===== src/rtl/des_block_packer.sv =====
// Byte-stream to 64-bit block packer feeding the DES core: fills, pads, issues, then waits for dat_valid.
// Optional PKCS#7 padding (including the trailing all-08 block) is enabled by defining DES_PAD_EN.
module des_block_packer #(
  parameter bit MSB_FIRST      = 1'b1,
  parameter int TIMEOUT_CYCLES = 1024,
  parameter int CNT_W          = 16
) (
  input  logic             clk,
  input  logic             rst_n,
  input  logic [7:0]       s_data,
  input  logic             s_valid,
  input  logic             s_last,
  output logic             s_ready,
  output logic [63:0]      plain_text,
  output logic             start,
  input  logic             dat_valid,
  output logic             busy,
  output logic             err,
  output logic [CNT_W-1:0] blk_cnt
);

  localparam int TW = (TIMEOUT_CYCLES > 1) ? $clog2(TIMEOUT_CYCLES) : 1;
  localparam logic [TW-1:0] TMO_LAST = TW'((TIMEOUT_CYCLES > 0) ? TIMEOUT_CYCLES - 1 : 0);
  localparam logic [63:0] EXTRA_BLK = {8{8'h08}};

  typedef enum logic [2:0] {IDLE, FILL, PAD, ISSUE, WAIT} state_e;

  state_e           state_q;
  logic [2:0]       idx_q;
  logic [63:0]      pt_q;
  logic             start_q;
  logic             s_ready_q;
  logic             busy_q;
  logic             err_q;
  logic [CNT_W-1:0] cnt_q;
  logic [TW-1:0]    tmo_q;
`ifdef DES_PAD_EN
  logic             extra_q;
`endif

  logic [63:0]      fill_blk_d;
  logic [63:0]      pad_blk_d;

  // Byte position 0 is the first byte of the block; MSB_FIRST decides which lane that is.
  function automatic logic [63:0] put_byte(input logic [63:0] blk, input logic [2:0] pos,
                                           input logic [7:0] b);
    logic [63:0] r;
    logic [2:0]  lane;
    r    = blk;
    lane = MSB_FIRST ? (3'd7 - pos) : pos;
    r[{lane, 3'b000} +: 8] = b;
    return r;
  endfunction

  // n is the number of bytes already written; positions n..7 receive the pad value.
  function automatic logic [63:0] pad_block(input logic [63:0] blk, input logic [2:0] n);
    logic [63:0] r;
    logic [7:0]  pv;
`ifdef DES_PAD_EN
    pv = 8'd8 - {5'd0, n};
`else
    pv = 8'h00;
`endif
    r = blk;
    for (int p = 0; p < 8; p++) begin
      if (p >= int'(n)) r = put_byte(r, 3'(p), pv);
    end
    return r;
  endfunction

  always_comb begin
    fill_blk_d = put_byte(pt_q, idx_q, s_data);
    pad_blk_d  = pad_block(pt_q, idx_q);
  end

  always_ff @(posedge clk or negedge rst_n) begin
    if (!rst_n) begin
      state_q   <= IDLE;
      idx_q     <= 3'd0;
      pt_q      <= 64'd0;
      start_q   <= 1'b0;
      s_ready_q <= 1'b0;
      busy_q    <= 1'b0;
      err_q     <= 1'b0;
      cnt_q     <= '0;
      tmo_q     <= '0;
`ifdef DES_PAD_EN
      extra_q   <= 1'b0;
`endif
    end else begin
      start_q <= 1'b0;
      case (state_q)
        IDLE: begin
          state_q   <= FILL;
          s_ready_q <= 1'b1;
          busy_q    <= 1'b1;
        end
        FILL: begin
          if (s_valid && s_ready_q) begin
            pt_q  <= fill_blk_d;
            idx_q <= idx_q + 3'd1;
            if (idx_q == 3'd7) begin
              state_q   <= ISSUE;
              start_q   <= 1'b1;
              s_ready_q <= 1'b0;
`ifdef DES_PAD_EN
              extra_q   <= s_last;
`endif
            end else if (s_last) begin
              state_q   <= PAD;
              s_ready_q <= 1'b0;
            end
          end
        end
        PAD: begin
          pt_q    <= pad_blk_d;
          state_q <= ISSUE;
          start_q <= 1'b1;
        end
        ISSUE: begin
          // A dat_valid coinciding with start is deliberately not sampled here.
          state_q <= WAIT;
          tmo_q   <= '0;
        end
        WAIT: begin
          if (dat_valid) begin
            cnt_q <= cnt_q + 1'b1;
            idx_q <= 3'd0;
`ifdef DES_PAD_EN
            if (extra_q) begin
              extra_q <= 1'b0;
              pt_q    <= EXTRA_BLK;
              state_q <= ISSUE;
              start_q <= 1'b1;
            end else begin
              state_q   <= FILL;
              s_ready_q <= 1'b1;
            end
`else
            state_q   <= FILL;
            s_ready_q <= 1'b1;
`endif
          end else if ((TIMEOUT_CYCLES != 0) && (tmo_q == TMO_LAST)) begin
            err_q     <= 1'b1;
            idx_q     <= 3'd0;
            state_q   <= FILL;
            s_ready_q <= 1'b1;
`ifdef DES_PAD_EN
            extra_q   <= 1'b0;
`endif
          end else begin
            tmo_q <= tmo_q + 1'b1;
          end
        end
        default: begin
          state_q   <= IDLE;
          s_ready_q <= 1'b0;
        end
      endcase
    end
  end

  assign s_ready    = s_ready_q;
  assign plain_text = pt_q;
  assign start      = start_q;
  assign busy       = busy_q;
  assign err        = err_q;
  assign blk_cnt    = cnt_q;

endmodule


===== config.mk =====
export PLATFORM = sky130hd
export DESIGN_NAME = des_block_packer
export DESIGN_NICKNAME = d
export VERILOG_FILES = /design/src/rtl/des_block_packer.sv
export SDC_FILE = /design/constraint.sdc
export NUM_CORES = 1
export LEC_CHECK = 0
export ABC_CLOCK_PERIOD_IN_PS = 2800
export BUFFER_PORTS_ARGS = -buffer_cell sky130_fd_sc_hd__buf_2
export CAP_MARGIN = 20
export CORE_ASPECT_RATIO = 1.5
export CORE_MARGIN = 2
export CORE_UTILIZATION = 49
export DETAILED_ROUTE_END_ITERATION = 6
export MAX_ROUTING_LAYER = met4
export PLACE_DENSITY = 0.85
export SYNTH_ARGS = -nofsm -noshare
export SYNTH_HDL_FRONTEND = slang
export SYNTH_SLANG_ARGS = --single-unit
export TNS_END_PERCENT = 100

===== constraint.sdc =====
create_clock -name clk -period 2.8 [get_ports clk]
set_clock_uncertainty 0.15 [all_clocks]
set_input_delay 0.28 -clock clk [delete_from_list [all_inputs] [get_ports clk]]
set_output_delay 0.28 -clock clk [all_outputs]
set_load 0.01 [all_outputs]

==> out/metrics.cfg <==
[detailed_routing]
firstDrtPassIters=5
drt_iter0_drc=302
route.detailed.wl_per_inst_microns=18.7
wl_microns=11000
vias_per_cell=6.14
dr_total_vias=3604
antenna_left=0
drc=0

[logic_synthesis]
synth-compound-area-share_pct=18.4
synth-seq-area-share_pct=56.5
synth_xor_area_share_pct=3.16
synthArstFlopShare_pct=100
synth_flop_cell=dfrtp_1
synth_edf_count=0
synthMuxAreaShare_pct=1.41
yosysUniqueCellTypes=56
synth_top_family_by_area=compound AO/OA/AOI/OAI gates
synth_top_area_cell=dfrtp_1
yosys.area_share.simple_pct=16.2
ys_top_cells_by_count=dfrtp_1, a22o_1, nand2_1
synth_warnings=0
synth_adder_area_share_pct=2.26
synth_top_area_share_pct=56.5
syn_area_sq_um=4430
synth_cells=376
syn_avg_cell_area_sq_um=11.8
yosysMostFrequentCell=dfrtp_1
synthTopCellsByArea=dfrtp_1, a22o_1, nand3_1, xnor2_1, nand2_1
yosys_register_bits=100
synth_nets=397

[timing]
fmax_ghz=0.392
hold_viol=0
setup_viol=0
period_minus_slack_ns=2.55
period_share_pct=91.1
tightestPinTransition_ns=0.860
slew_viol_final=0
setup_tns_ns=0
setup_ws_ns=0.249
rsz0062_at_grt=false
slew_headroom_pct=42.2

[critical_path]
r2r-end=plain_text[10]
critPathCaptureType=flip-flop
path_class=flip-flop to flip-flop
cp_data_required_time_ns=2.93
cpMaxStageDelayCell=dfrtp_1
path_buf_inv=0
r2r_start=idx_q[1]
cpMostUsedCell=ha_1
start_kind=flip-flop
path_max_fanout=11
cpPeakStageDelay_ns=0.50
reg2reg_slack_ns=0.25
critPathLaunch=idx_q[1]
cp_top_family=simple AND/OR/NAND/NOR gates
cp.depth=6
worstRegToRegCells=6
cp.arrival_ns=2.68
path_cells=ha_1 > ha_1 > and3_1 > nand2_1 > nor2_1 > a22o_1

[clock_tree]
cts.clk_slew.worst_paths_ns=0.07
cts_hold_buf=1
numCtsBuffers=9
cts_tree=done
cts-htree-levels=3
cts_setup_buffers=0
ctsResizeCount=0
cts_root_buf=clkbuf_16
clock_latency_ns=0.35
cts_buffer_depth=2
cts.sinks=100

[die]
io_pins=97
die_area_sq_um=9840
std_cell_rows=42
fp.dieW_microns=81.7
dieHeight_microns=120
coreArea_sq_um=8830
start_util_pct=50.2

[final_layout]
seqCellArea_sq_um=2500
nFillCells=709
area_growth_pct=20.6
drive_gt1_share_pct=27.5
design_area_sq_um=5350
final_nets=493
multiInputGateArea_sq_um=1840
antenna_cells=0

[grt]
overflow=0
grt_max_degree=101
grt_usage_pct=23.7
grt_pass1_wl_microns=17600
antenna_found_initial=0
grt_pass1_vias=3594

[pwr]
irDropWorstVdd_mv=0.470
leakage_nw=2.69
p_per_area_nw_per_um2=873

[placement]
placed_area_sq_um=5040
post-dp-hpwl_microns=7620
gp_congestion=0.960
preCtsSetupSlack_ns=0.359
io_buffers=96

[status]
status=completed

[worst_hold_path]
min-delay-path-class=input pin to flip-flop
holdPathEnd=plain_text[49]
hold_depth=3
hp-start=s_data[1]

[flow_run]
maxCapViolations=0

## report_power, final
part | switching, W | internal [W] | total, W | leakage, nW
Clock | 0.000565 | 0.000703 | 0.00127 | 0.148
Sequential | 0.000286 | 0.00172 | 0.00201 | 1.37
Combinational | 0.000782 | 0.000607 | 0.00139 | 1.18
Total | 0.00163 | 0.00304 | 0.00467 | 2.69
## cell type report
type,count,share of cell area (%)
Clock buffer,10,4.28
Timing Repair Buffer,104,10.4
Inverter,3,0.211
Clock inverter,6,1.31
Sequential cell,100,46.8
Tap cell,110,2.57
Multi-Input combinational cell,254,34.4
## per-layer routing
| layer | wire length, microns | vias up | track usage [%] |
|---|---|---|---|
| met5 | 0 | - | - |
| met4 | 380 | 0 | 11.1 |
| met3 | 678 | 42 | 4.48 |
| met2 | 5700 | 169 | 39.6 |
| met1 | 4200 | 1780 | 27.2 |
| li1 | - | 1613 | - |
## worst max path at each step
stage,slack (ns),end
after global placement,0.45,plain_text[2]
after detailed placement,0.36,plain_text[2]
final,0.25,plain_text[10]
after global routing,0.07,plain_text[58]
after floorplan,0.17,plain_text[2]
after CTS,0.31,plain_text[2]
## through the flow
step,instances,utilization (%),hold slack (ns),total power (W)
after floorplan,376,-,-0.166,0.00288
after global placement,570,57.1,0.221,0.00335
after detailed placement,570,57.1,0.227,0.00340
after CTS,587,60.6,0.0903,0.00468
after global routing,587,60.6,0.112,0.00493
final,587,60.6,0.101,0.00467
## flip-flops by register name, summed over array words and instances (netlist names)
register	cells
plain_text	64
blk_cnt	16
tmo_q	10
idx_q	3
state_q	3
busy	1
err	1
s_ready	1
start	1
## cell families after synthesis
| logic type | count (synthesis) |
|---|---|
| xor+xnor | 16 |
| mux | 6 |
| compound gates | 99 |
| buf+inv | 22 |
| flops | 100 |
| simple gates | 125 |
| fa+ha+maj | 8 |
## placed cells by master (no fill, tap or decap), drive strengths merged, types with 8 or more instances in the layout
master	n
clkbuf	10
a22o	58
nand3	25
ha	8
nand2	29
nor2	16
buf	103
dfrtp	100
xnor2	14
## worst register-to-register path: stages, from the launching register on
cell and delay (ns):
dfrtp_1 0.50, ha_1 0.26, ha_1 0.38, and3_1 0.31, nand2_1 0.19, nor2_1 0.47
a22o_1 0.24
Power figures use the tool's default switching activity.
